## config.mk

```make
export PLATFORM = sky130hd
export DESIGN_NAME = bin2bcd_seq_flat
export DESIGN_NICKNAME = d
export VERILOG_FILES = /design/src/rtl/bin2bcd_seq_if.sv /design/src/rtl/bin2bcd_seq.sv /design/src/flat_wrapper.sv
export SDC_FILE = /design/constraint.sdc
export NUM_CORES = 1
export LEC_CHECK = 0
export BUFFER_PORTS_ARGS = -buffer_cell sky130_fd_sc_hd__buf_2
export CAP_MARGIN = 10
export CORE_MARGIN = 10
export CORE_UTILIZATION = 57
export CTS_CLUSTER_DIAMETER = 60
export DETAILED_ROUTE_END_ITERATION = 16
export PLACE_DENSITY = 0.78
export RECOVER_POWER = 50
export SKIP_CTS_REPAIR_TIMING = 1
export SYNTH_ARGS = -nofsm -noshare
export SYNTH_HDL_FRONTEND = slang
export SYNTH_SLANG_ARGS = --single-unit
```

## constraint.sdc

```tcl
create_clock -name clk -period 2.2 [get_ports clk]
set_clock_uncertainty 0.2 [all_clocks]
set_input_delay 0.22 -clock clk [delete_from_list [all_inputs] [get_ports clk]]
set_output_delay 0.22 -clock clk [all_outputs]
set_load 0.01 [all_outputs]
```

## src/rtl/bin2bcd_seq_if.sv

```systemverilog
// Handshake bundle between a binary-to-BCD requester and the converter.
// The master drives start/bin; the slave answers with busy/done/bcd/ovf.
interface bin2bcd_seq_if #(
    parameter int BIN_W  = 8,
    parameter int DIGITS = 3
);
    logic                  start;
    logic [BIN_W-1:0]      bin;
    logic                  busy;
    logic                  done;
    logic [4*DIGITS-1:0]   bcd;
    logic                  ovf;

    modport master (output start, output bin, input busy, input done, input bcd, input ovf);
    modport slave  (input start, input bin, output busy, output done, output bcd, output ovf);
endinterface

```

## src/rtl/bin2bcd_seq.sv

```systemverilog
// Sequential double-dabble binary-to-BCD converter: one shift per clock,
// BIN_W clocks per conversion, result and overflow flag held until the next done.
module bin2bcd_seq #(
    parameter int BIN_W  = 8,
    parameter int DIGITS = 3
) (
    input  logic          clk,
    input  logic          rst_n,
    bin2bcd_seq_if.slave  bus
);
    localparam int BCD_W  = 4 * DIGITS;
    localparam int WORK_W = BCD_W + BIN_W;
    localparam int CNT_W  = 6;

    typedef enum logic [0:0] {
        IDLE  = 1'b0,
        SHIFT = 1'b1
    } state_t;

    state_t              state_q, state_d;
    logic [WORK_W-1:0]   work_q, work_d;
    logic [CNT_W-1:0]    cnt_q, cnt_d;
    logic                ovf_acc_q, ovf_acc_d;
    logic                busy_q, busy_d;
    logic                done_q, done_d;
    logic [BCD_W-1:0]    bcd_q, bcd_d;
    logic                ovf_q, ovf_d;

    logic [BCD_W-1:0]    corr_s;
    logic [WORK_W-1:0]   shifted_s;
    logic                shift_out_s;
    logic                last_s;

    // Add 3 to every digit that is 5 or more, each digit on its own (no inter-digit carry).
    function automatic logic [BCD_W-1:0] add3_digits(input logic [BCD_W-1:0] d);
        logic [BCD_W-1:0] r;
        r = d;
        for (int i = 0; i < DIGITS; i++) begin
            if (d[4*i +: 4] >= 4'd5) begin
                r[4*i +: 4] = d[4*i +: 4] + 4'd3;
            end else begin
                r[4*i +: 4] = d[4*i +: 4];
            end
        end
        return r;
    endfunction

    // Datapath of one double-dabble step on the current working register.
    always_comb begin
        corr_s      = add3_digits(work_q[WORK_W-1 -: BCD_W]);
        shifted_s   = {corr_s[BCD_W-2:0], work_q[BIN_W-1:0], 1'b0};
        shift_out_s = corr_s[BCD_W-1];
        last_s      = (cnt_q == CNT_W'(BIN_W - 1));
    end

    // Next-state and output decode.
    always_comb begin
        state_d   = state_q;
        work_d    = work_q;
        cnt_d     = cnt_q;
        ovf_acc_d = ovf_acc_q;
        busy_d    = 1'b0;
        done_d    = 1'b0;
        bcd_d     = bcd_q;
        ovf_d     = ovf_q;
        case (state_q)
            IDLE: begin
                if (bus.start) begin
                    work_d    = {{BCD_W{1'b0}}, bus.bin};
                    cnt_d     = {CNT_W{1'b0}};
                    ovf_acc_d = 1'b0;
                    busy_d    = 1'b1;
                    state_d   = SHIFT;
                end else begin
                    state_d   = IDLE;
                end
            end
            SHIFT: begin
                work_d    = shifted_s;
                cnt_d     = cnt_q + CNT_W'(1);
                ovf_acc_d = ovf_acc_q | shift_out_s;
                // Final shift: publish the result straight from the shifter output.
                if (last_s) begin
                    state_d = IDLE;
                    done_d  = 1'b1;
                    bcd_d   = shifted_s[WORK_W-1 -: BCD_W];
                    ovf_d   = ovf_acc_q | shift_out_s;
                end else begin
                    busy_d  = 1'b1;
                end
            end
            default: begin
                state_d = IDLE;
            end
        endcase
    end

    // State and output registers.
    always_ff @(posedge clk or negedge rst_n) begin
        if (!rst_n) begin
            state_q   <= IDLE;
            work_q    <= {WORK_W{1'b0}};
            cnt_q     <= {CNT_W{1'b0}};
            ovf_acc_q <= 1'b0;
            busy_q    <= 1'b0;
            done_q    <= 1'b0;
            bcd_q     <= {BCD_W{1'b0}};
            ovf_q     <= 1'b0;
        end else begin
            state_q   <= state_d;
            work_q    <= work_d;
            cnt_q     <= cnt_d;
            ovf_acc_q <= ovf_acc_d;
            busy_q    <= busy_d;
            done_q    <= done_d;
            bcd_q     <= bcd_d;
            ovf_q     <= ovf_d;
        end
    end

    assign bus.busy = busy_q;
    assign bus.done = done_q;
    assign bus.bcd  = bcd_q;
    assign bus.ovf  = ovf_q;
endmodule

```

## src/flat_wrapper.sv

```systemverilog
// flat-port wrapper written by rule: the top's interface ports become plain ports
module bin2bcd_seq_flat 
#(
    parameter int BIN_W  = 8,
    parameter int DIGITS = 3
)
  (clk, rst_n, bus_start, bus_bin, bus_busy, bus_done, bus_bcd, bus_ovf);
  bin2bcd_seq_if #(.BIN_W(BIN_W), .DIGITS(DIGITS)) bus_i ();
  input  logic clk;
  input  logic rst_n;
  input wire logic [$bits(bus_i.start)-1:0] bus_start;
  input wire logic [$bits(bus_i.bin)-1:0] bus_bin;
  output wire logic [$bits(bus_i.busy)-1:0] bus_busy;
  output wire logic [$bits(bus_i.done)-1:0] bus_done;
  output wire logic [$bits(bus_i.bcd)-1:0] bus_bcd;
  output wire logic [$bits(bus_i.ovf)-1:0] bus_ovf;
  assign bus_i.start = bus_start;
  assign bus_i.bin = bus_bin;
  assign bus_busy = bus_i.busy;
  assign bus_done = bus_i.done;
  assign bus_bcd = bus_i.bcd;
  assign bus_ovf = bus_i.ovf;
  bin2bcd_seq #(.BIN_W(BIN_W), .DIGITS(DIGITS)) u_core (.clk(clk), .rst_n(rst_n), .bus(bus_i));
endmodule
```

# After elaboration in Yosys (flattened, before gate mapping)
# Cells that the tools add are included.
[classes]
bitwise = 2
order_cmp = 3
reduce_logical = 1
mux = 14
eq_ne = 2
addsub = 4
[op_table]
columns = ["operator", "count"]
rows = [
  ["one-hot mux 20 bit (2 select lines)", 1],
  ["2-to-1 mux 20 bit", 1],
  ["adder 4 x 2 -> 4 bit (second input constant)", 3],
  ["greater-or-equal comparator 4 x 3 -> 1 bit (second input constant)", 3],
  ["2-to-1 mux 4 bit", 3],
  ["one-hot mux 6 bit (2 select lines)", 1],
  ["adder 6 x 1 -> 6 bit (second input constant)", 1],
  ["== test 6 x 3 -> 1 bit (second input constant)", 1],
  ["2-to-1 mux 6 bit", 1],
  ["2-to-1 mux 1 bit", 5],
  ["one-hot mux 1 bit (2 select lines)", 2],
  ["inequality test 2 bit (second input constant)", 1],
  ["AND reduction 2 bit", 1],
  ["NOT 1 bit", 1],
  ["OR 1 bit", 1],
]
[word_totals]
register_bits = 42
out_inout_bits = 15
in_bits = 11
wordCells = 33

# Longest topological paths before layout
# Gate-level depths: netlist of run 1.
[logic_depth]
ltp_word = 4
depth_mapped = 6
depth_no_buf = 6

# Least setup slack after synthesis of run 1
# Ideal clock, no wire load.
[synth_timing]
path_type = "flip-flop to flip-flop"
startpoint = "register u_core.work_q[12]"
endpoint = "register u_core.work_q[14]"
synth_period_minus_slack_ns = 1.680
required_time_ns = 1.921
path_stages_with_launch = 7
path_buffers = 0
slack_ns = 0.520
arrival_ns = 1.401
setup_ns = 0.079
path_cell_list = "dfrtp_1 > inv_1 > ha_1 > nand2b_1 > a21oi_2 > mux2_2 > mux2i_1"
[synth_between]
elab_chain_len = 3
elab_cells_between_ends = 4
cone_classes = "add/sub: 1; order compare: 1; mux: 2"
[synth_lines]
columns = ["item", "line_no", "rtl"]
rows = [
  ["start, declared", "bin2bcd_seq.sv:21", "logic [WORK_W-1:0] work_q, work_d;"],
  ["start signal, assigned", "bin2bcd_seq.sv:102", "work_q <= {WORK_W{1'b0}};"],
  ["start signal, assigned", "bin2bcd_seq.sv:111", "work_q <= work_d;"],
  ["adder 4 x 2 -> 4 bit / greater-or-equal comparator 4 x 3 -> 1 bit (equally long branches)", "bin2bcd_seq.sv:40, bin2bcd_seq.sv:39", ""],
  ["2-to-1 mux 4 bit (*)", "bin2bcd_seq.sv:39", "if (d[4*i +: 4] >= 4'd5) begin"],
  ["one-hot mux 20 bit (2 select lines) (*)", "bin2bcd_seq.sv:66", "case (state_q)"],
]
# Mark *: on every way between the ends. The rest lies on a longest branch, timed or not.
# A chain may end at the register's enable or synchronous reset.

# Worst setup path after layout of run 1
[layout_timing]
startpoint = "register u_core.work_q[9]"
endpoint = "register u_core.bcd_q[2] (netlist: u_core.bus.bcd[2])"
[layout_between]
elab_chain_len = 2
elab_cells_between_ends = 3
cone_classes = "add/sub: 1; order compare: 1; mux: 1"
[layout_lines]
columns = ["item", "line_no", "rtl"]
rows = [
  ["adder 4 x 2 -> 4 bit / greater-or-equal comparator 4 x 3 -> 1 bit (equally long branches)", "bin2bcd_seq.sv:40, bin2bcd_seq.sv:39", ""],
  ["2-to-1 mux 4 bit (*)", "bin2bcd_seq.sv:39", ""],
  ["end signal, assigned", "bin2bcd_seq.sv:107", "bcd_q <= {BCD_W{1'b0}};"],
  ["end, declared", "bin2bcd_seq.sv:26", "logic [BCD_W-1:0] bcd_q, bcd_d;"],
]
# Marks and branches as above.

==> flow_summary.json, run 1 <==
{
  "status": "complete, but fails checks",
  "violations": "negative hold slack",
  "startpoint_type": "flip-flop",
  "grt_pass1_wl_mm": 7.04,
  "power_mw": 3.47,
  "post-place-ws_ps": 370,
  "hold_slack_ps": -22.4,
  "holdPathStages": 3,
  "rsz0062_at_grt": "no",
  "ioPinCount": 26,
  "hold_violations": 1,
  "drc_errors": 0,
  "synth_top_area_share": 0.505,
  "synthAdderAreaFrac": 0.0421,
  "root_buffer": "clkbuf_8",
  "leakagePower_nw": 1.10,
  "path_class": "reg -> reg",
  "rr_startpoint": "u_core.work_q[9]",
  "yosys-top-cells-area": "dfrtp_1, mux2i_1, mux2_4",
  "worst_path_dominant_cell_family": "multiplexers",
  "gp_congestion": 0.785,
  "area_growth_syn_to_layout_pct": 12.5,
  "synth_seq_cells": 42,
  "clk_path_buf_depth": 2,
  "die_w_um": 80.4,
  "post-synth-top-area-cell": "dfrtp_1",
  "wl_per_cell_um": 14.8,
  "drive_gt1_frac": 0.168,
  "first_pass_iters": 7,
  "cp.arrival_ps": 1900,
  "synthCells": 191,
  "crit_cells": 6,
  "setup_violations": 0,
  "worstPathRequired_ps": 2240,
  "synthMuxAreaShare": 0.123,
  "postRouteAntennaNets": 0,
  "h-tree-depth": 2,
  "final.fill_count": 281,
  "min_from": "bus_bin[0]",
  "synth_top_family_by_area": "simple AND/OR/NAND/NOR gates",
  "synth_compound_gate_area_share": 0.123,
  "critPathMaxFanout": 5,
  "hold_class": "in -> reg",
  "synthXorXnorAreaFrac": 0.0168,
  "die-height_um": 80.4,
  "drt_iter0_drc": 77,
  "synth.yosys.seq_area_share": 0.505,
  "drv_cap": 0,
  "grt_pass1_vias": 1496,
  "hpwl_mm": 2.92,
  "pwr_density_cell_nw_per_um2": 1490,
  "final_max_slew_viol_count": 0,
  "period_needed_ps": 1860,
  "initial_utilization": 0.604,
  "tightest_slew_ps": 1390,
  "min_to": "u_core.work_q[0]",
  "timing.final.crit_share": 0.844,
  "clk_pin_slew_worst_paths_ps": 80,
  "syn-cell-area_um2": 2080,
  "synthSimpleGateAreaFrac": 0.149,
  "fin_setup_tns_ps": 0,
  "port_buffers": 25,
  "rr_endpoint": "u_core.bus.bcd[2]",
  "reg2regPathDepth": 6,
  "endpoint_kind": "flip-flop",
  "crit_slowest_cell": "dfrtp_1",
  "clkSinkCount": 42,
  "clk_latency_ps": 290,
  "cp_num_buf_inv": 1,
  "antenna_found_initial": 0,
  "cts_tree": "built",
  "fmax_ghz": 0.538,
  "syn_area_per_cell_um2": 10.9,
  "worstPathCellList": "inv_1 -> ha_1 -> nand2b_1 -> a21oi_2 -> mux2i_1 -> mux2_4",
  "ys_types": 29,
  "worst_slack_ps": 343,
  "yosys_warnings": 0,
  "final_area_um2": 2340,
  "max_slew_margin": 0.0764,
  "placed_cell_area_um2": 2240,
  "rrSetupSlack_ps": 340,
  "routed_wl_mm": 3.95,
  "rows": 21,
  "vias": 1487,
  "dieArea_um2": 6460,
  "core_um2": 3440,
  "antenna_cells": 0,
  "vdd_ir_drop_max_mv": 0.818,
  "grt_util_all_layers": 0.135,
  "grt_overflow": 0,
  "cts_inserted_buffers": 5,
  "final_nets": 237,
  "grt_max_degree": 38,
  "vias_per_cell": 5.59,
  "max_stage_delay_ps": 390,
  "synth_nets": 209
}
[placed cells by master (no fill, tap or decap), drive strengths merged]
cell and count:
dfrtp 42, nand2 25, o21ai 23, clkbuf 20, mux2i 14, buf 13, a21oi 11, nor3b 9
inv 8, nand2b 8, mux2 8, ha 7, a21o 5, nand3 5, nor2 4, xnor2 4
nor3 3, clkinv 3, o31ai 2, nor4b 1, a211oi 1, nand4 1, o211ai 1, bufinv 1
dlygate4sd3 1
[layer usage]
| metal | vias to the layer above | GRT usage | wire [um] |
|---|---|---|---|
| li1 | 714 | - | - |
| met1 | 725 | 0.158 | 1710 |
| met2 | 40 | 0.227 | 1940 |
| met3 | 8 | 0.0445 | 236 |
| met4 | 0 | 0.0458 | 59 |
| met5 | - | 0 | 0 |
[cells by family after synthesis]
kind of cell,after synthesis
muxes,22
and+or+nand+nor,56
xor gates and xnor gates,4
DFF,42
AOI/OAI and AO/OA,43
buffers and inverters,17
adders and majority gates,7
[worst register-to-register path, stage by stage, from the launching register on]
cell      delay (ps)
dfrtp_1          390
inv_1            120
ha_1             260
nand2b_1         110
a21oi_2          210
mux2i_1          310
mux2_4           200
[where the power goes]
part           leakage [nW]  switching [mW]  internal (mW)
clock                0.0579           0.256          0.334
sequential            0.529           0.311           1.10
combinational         0.515           0.772          0.699
total                  1.10            1.34           2.14
[sequential cells by signal, summed over array words and instances (netlist names)]
register and cells:
u_core.bus.bcd 12, u_core.bus.busy 1, u_core.bus.done 1, u_core.bus.ovf 1
u_core.cnt_q 6, u_core.ovf_acc_q 1, u_core.work_q 20
[per-stage QoR]
stage	util	cells
after global routing	0.680	266
final	0.680	266
after global placement	0.651	257
after CTS	0.682	265
after detailed placement	0.651	257
after floorplan	-	191
[worst max-delay path by stage]
stage                             end              start
finish              u_core.bus.bcd[2]   u_core.work_q[9]
global route          u_core.cnt_q[3]              rst_n
CTS                 u_core.bus.bcd[2]   u_core.work_q[9]
detailed placement  u_core.bus.bcd[2]   u_core.work_q[9]
global placement    u_core.bus.bcd[2]    u_core.cnt_q[3]
floorplan           u_core.work_q[14]  u_core.work_q[12]
[Yosys cell counts, drive strengths merged]
| master | number |
|---|---|
| xnor2 | 4 |
| mux2i | 14 |
| clkbuf | 1 |
| nand2b | 8 |
| o21ai | 23 |
| mux2 | 8 |
| o31ai | 2 |
| nor3b | 9 |
| buf | 7 |
| ha | 7 |
| inv | 8 |
| a21oi | 11 |
| nor2 | 4 |
| a211oi | 1 |
| nand3 | 5 |
| a21o | 5 |
| nand2 | 25 |
| nor4b | 1 |
| nand4 | 1 |
| o211ai | 1 |
| clkinv | 1 |
| dfrtp | 42 |
| nor3 | 3 |
[area by class of cell]
class	instances	area (um2)	area share
tap	46	57.6	0.0246
sequential	42	1050	0.449
timing repair buffer	29	139	0.0594
multi-input combinational	132	945	0.404
clock inverter	3	40.0	0.0171
clock buffer	5	68.8	0.0294
inverter	9	38.8	0.0166
Note: power is estimated with default switching activity, not from simulation.
==> inputs of run 2 (changes only) <==
- CORE_UTILIZATION: 57 -> 51
- PLACE_DENSITY: 0.78 -> 0.73
- clock period: 2.2 -> 1.5 ns (I/O delays scaled with it)
==> flow_summary.json, run 2 (synthesis results as in run 1) <==
{
  "h-tree-depth": 2,
  "fin_setup_tns_ps": -1600,
  "hold_class": "in -> reg",
  "rsz0062_at_grt": "yes",
  "grt_pass1_vias": 1615,
  "wl_per_cell_um": 15.3,
  "gp_congestion": 0.746,
  "hold_slack_ps": -41.2,
  "critPathMaxFanout": 3,
  "status": "complete, but fails checks",
  "place_inst": 286,
  "startpoint_type": "flip-flop",
  "vdd_ir_drop_max_mv": 0.963,
  "ioPinCount": 26,
  "drt_iter0_drc": 94,
  "hold_violations": 2,
  "fmax_ghz": 0.596,
  "cp.arrival_ps": 1720,
  "clk_latency_ps": 290,
  "final_nets": 273,
  "violations": "negative hold slack, negative setup slack",
  "antenna_cells": 0,
  "final_cell_mix": "dfrtp_1, buf_4, nand2_1, buf_2, o21ai_1",
  "routed_wl_mm": 4.67,
  "tightest_slew_ps": 442,
  "max_slew_margin": 0.705,
  "final_max_slew_viol_count": 0,
  "m1WireLength_mm": 1.98,
  "postRouteAntennaNets": 0,
  "post-place-ws_ps": -126,
  "vias_per_cell": 5.26,
  "die_w_um": 83.9,
  "first_pass_iters": 4,
  "rows": 23,
  "wl_met2_mm": 2.37,
  "final.fill_count": 274,
  "vias": 1605,
  "hpwl_mm": 3.17,
  "timing.final.crit_share": 1.12,
  "setup_violations": 21,
  "cts_tree": "built",
  "die-height_um": 83.9,
  "cts_inserted_buffers": 5,
  "path_class": "reg -> reg",
  "root_buffer": "clkbuf_8",
  "final_util": 0.716,
  "area_growth_syn_to_layout_pct": 36.7,
  "drv_cap": 0,
  "port_buffers": 25,
  "grt_pass1_wl_mm": 7.59,
  "route.met3.wl_um": 244,
  "grt_max_degree": 27,
  "leakagePower_nw": 1.36,
  "dieArea_um2": 7030,
  "worstPathRequired_ps": 1540,
  "clk_path_buf_depth": 2,
  "instances_no_fill": 305,
  "initial_utilization": 0.524,
  "pwr_density_cell_nw_per_um2": 2240,
  "top_register": "u_core.work_q",
  "drive_gt1_frac": 0.424,
  "worst_slack_ps": -178,
  "drc_errors": 0,
  "endpoint_kind": "flip-flop",
  "clkSinkCount": 42,
  "largest_reg_flops": 20,
  "antenna_found_initial": 0,
  "period_needed_ps": 1680,
  "grt_util_all_layers": 0.131,
  "clk_pin_slew_worst_paths_ps": 80,
  "core_um2": 3970,
  "top_layer": "met4",
  "grt_overflow": 0,
  "final_common_cell": "dfrtp_1"
}
==> run 2: cell types whose count changed in the layout (fill, tap and decap cells not counted), sizes merged <==
cell / change
clkbuf: -12
buf: +43
clkinv: -3
inv: +1
dlygate4sd3: +6
==> run 2: worst max-delay path, stage by stage, from the launching register on <==
cell and delay [ps]:
dfrtp_1 430, ha_4 170, nand2b_4 150, a21oi_4 200, mux2i_2 290, mux2_4 180
==> run 2: cell type report <==
class                           count  area, um2  area share
Inverter                            9       41.3      0.0145
Clock inverter                      1       30.0      0.0106
Tap cell                           50       62.6      0.0220
Sequential cell                    42       1050       0.370
Clock buffer                        6       82.6      0.0290
Multi-Input combinational cell    132       1110       0.390
Timing Repair Buffer               65        467       0.164
==> run 2: final timing paths <==
check                                        from                end  slack, ps  depth (start not counted)
max in group asynchronous                   rst_n    u_core.bus.busy        200                          3
min in group asynchronous                   rst_n  u_core.work_q[17]        120                          2
worst min-delay path                   bus_bin[5]   u_core.work_q[5]        -40                          3
worst max-delay path             u_core.work_q[8]  u_core.bus.bcd[2]       -180                          5
worst min register to register  u_core.bus.bcd[7]  u_core.bus.bcd[7]        280                          2
worst max register to register   u_core.work_q[8]  u_core.bus.bcd[2]       -180                          5
==> run 2: through the flow <==
step,power (mW),cell area (um2)
detailed placement,4.94,2510
global placement,4.84,2510
finish,6.37,2840
floorplan,3.88,2130
CTS,5.89,2620
global route,6.84,2840
==> run 2: power by group <==
| group | total [mW] | leakage (nW) | internal, mW | switching, mW |
|---|---|---|---|---|
| Combinational | 3.39 | 0.774 | 1.84 | 1.55 |
| Clock | 0.912 | 0.0573 | 0.533 | 0.379 |
| Sequential | 2.06 | 0.529 | 1.62 | 0.445 |
| Total | 6.37 | 1.36 | 3.99 | 2.37 |
==> run 2: metal layers <==
metal	GRT usage	vias up
met5	0	-
met1	0.154	776
li1	-	787
met4	0.0411	0
met3	0.0547	8
met2	0.211	34
==> inputs of run 3 (changes only) <==
--- a/config.mk
+++ b/config.mk
@@ -10,6 +10,6 @@
 export CORE_MARGIN = 10
-export CORE_UTILIZATION = 51
+export CORE_UTILIZATION = 25
 export CTS_CLUSTER_DIAMETER = 60
 export DETAILED_ROUTE_END_ITERATION = 16
-export PLACE_DENSITY = 0.73
+export PLACE_DENSITY = 0.4
 export RECOVER_POWER = 50
==> constraint.sdc (replaced) <==
create_clock -name clk -period 1.8 [get_ports clk]
set_clock_uncertainty 0.2 [all_clocks]
set_input_delay 0.18 -clock clk [delete_from_list [all_inputs] [get_ports clk]]
set_output_delay 0.18 -clock clk [all_outputs]
set_load 0.05 [all_outputs]
==> flow_summary.json, run 3 (synthesis results as in run 1) <==
{
  "status": "finished clean",
  "critPathMaxFanout": 5,
  "hold_violations": 0,
  "cp.arrival_ps": 1700,
  "largest_reg_flops": 20,
  "drt_iter0_drc": 46,
  "wl_per_cell_um": 13.1,
  "path_class": "reg -> reg",
  "grt_util_all_layers": 0.0748,
  "vias": 1496,
  "p_int_mw": 2.84,
  "core_um2": 8180,
  "grt_pass1_vias": 1537,
  "h-tree-depth": 2,
  "fmax_ghz": 0.584,
  "rows": 33,
  "clk_pin_slew_worst_paths_ps": 80,
  "placed_cell_area_um2": 2390,
  "initial_utilization": 0.254,
  "hpwl_mm": 3.09,
  "area_growth_syn_to_layout_pct": 26.6,
  "cts_inserted_buffers": 5,
  "startpoint_type": "flip-flop",
  "root_buffer": "clkbuf_8",
  "drive_gt1_frac": 0.282,
  "grt_max_degree": 43,
  "setup_violations": 0,
  "die-height_um": 111,
  "leakagePower_nw": 1.23,
  "postRouteAntennaNets": 0,
  "final_max_slew_viol_count": 0,
  "vdd_ir_drop_max_mv": 0.608,
  "grt_overflow": 0,
  "pwr_density_cell_nw_per_um2": 1880,
  "gp_congestion": 0.733,
  "period_needed_ps": 1710,
  "final_area_um2": 2630,
  "first_pass_iters": 4,
  "worst_slack_ps": 87.0,
  "post-place-ws_ps": 65.2,
  "drv_cap": 0,
  "final_cell_mix": "dfrtp_1, nand2_1, buf_2, mux2i_1, o21ai_0",
  "fin_setup_tns_ps": 0,
  "vias_per_cell": 4.36,
  "final.fill_count": 865,
  "clk_latency_ps": 300,
  "seq_power_share": 0.344,
  "antenna_cells": 0,
  "clkSinkCount": 42,
  "tightest_slew_ps": 343,
  "clk_path_buf_depth": 2,
  "final_common_cell": "dfrtp_1",
  "top_register": "u_core.work_q",
  "final_nets": 255,
  "timing.final.crit_share": 0.952,
  "grt_pass1_wl_mm": 7.74,
  "drc_errors": 0,
  "max_slew_margin": 0.772,
  "port_buffers": 25,
  "routed_wl_mm": 4.51,
  "cts_tree": "built",
  "power_switching_share": 0.425,
  "antenna_found_initial": 0,
  "power_frac_clock": 0.153,
  "worstPathRequired_ps": 1790,
  "die_w_um": 111,
  "endpoint_kind": "flip-flop",
  "combPwrFrac": 0.504,
  "dieArea_um2": 12400,
  "ioPinCount": 26,
  "p_switching_mw": 2.10,
  "hold_class": "in -> reg"
}
## run 3: critical path, stage by stage (launching register included)
cell     delay [ps]
dfrtp_1         450
nor4b_4         340
nand3_4         150
buf_4           170
mux2_4          290
## run 3: per-stage QoR
step,hold WS [ps],utilization,total power [mW],std cells
6_report,43.9,0.322,4.94,343
5_1_grt,67.2,0.322,5.36,343
4_1_cts,-349,0.305,4.87,331
3_5_place_dp,-17.6,0.292,4.10,323
3_3_place_gp,-16.5,0.292,4.08,323
2_1_floorplan,-316,-,3.50,191
## run 3: power groups by stage
stage	clock network, mW	logic (mW)	registers (mW)
floorplan	0	1.37	2.13
CTS	0.789	2.38	1.70
global placement	0	2.36	1.72
detailed placement	0	2.38	1.72
global route	0.828	2.77	1.76
finish	0.754	2.49	1.70
## run 3: layer usage
layer / GRT usage / vias to the layer above / routed length, um
li1: - / 754 / -
met1: 0.0968 / 714 / 2290
met2: 0.114 / 23 / 2030
met3: 0.0249 / 5 / 149
met4: 0.0231 / 0 / 47
met5: 0 / - / 0
## run 3: worst paths after layout
path | startpoint | to | slack, ps | cells after the start
max in group asynchronous | rst_n | u_core.work_q[16] | 960 | 3
worst min register to register | u_core.bus.bcd[7] | u_core.bus.bcd[7] | 280 | 2
worst max-delay path | u_core.cnt_q[3] | u_core.bus.bcd[11] | 90 | 4
worst min-delay path | bus_start | u_core.work_q[19] | 40 | 2
min in group asynchronous | rst_n | u_core.bus.bcd[7] | 220 | 3
worst max register to register | u_core.cnt_q[3] | u_core.bus.bcd[11] | 90 | 4
## run 3: layout make-up
class / count / area [um2] / share of cell area
Clock buffer: 7 / 76.3 / 0.0290
Sequential cell: 42 / 1050 / 0.400
Timing Repair Buffer: 47 / 337 / 0.128
Multi-Input combinational cell: 132 / 966 / 0.367
Tap cell: 105 / 131 / 0.0499
Clock inverter: 1 / 30.0 / 0.0114
Inverter: 9 / 38.8 / 0.0147
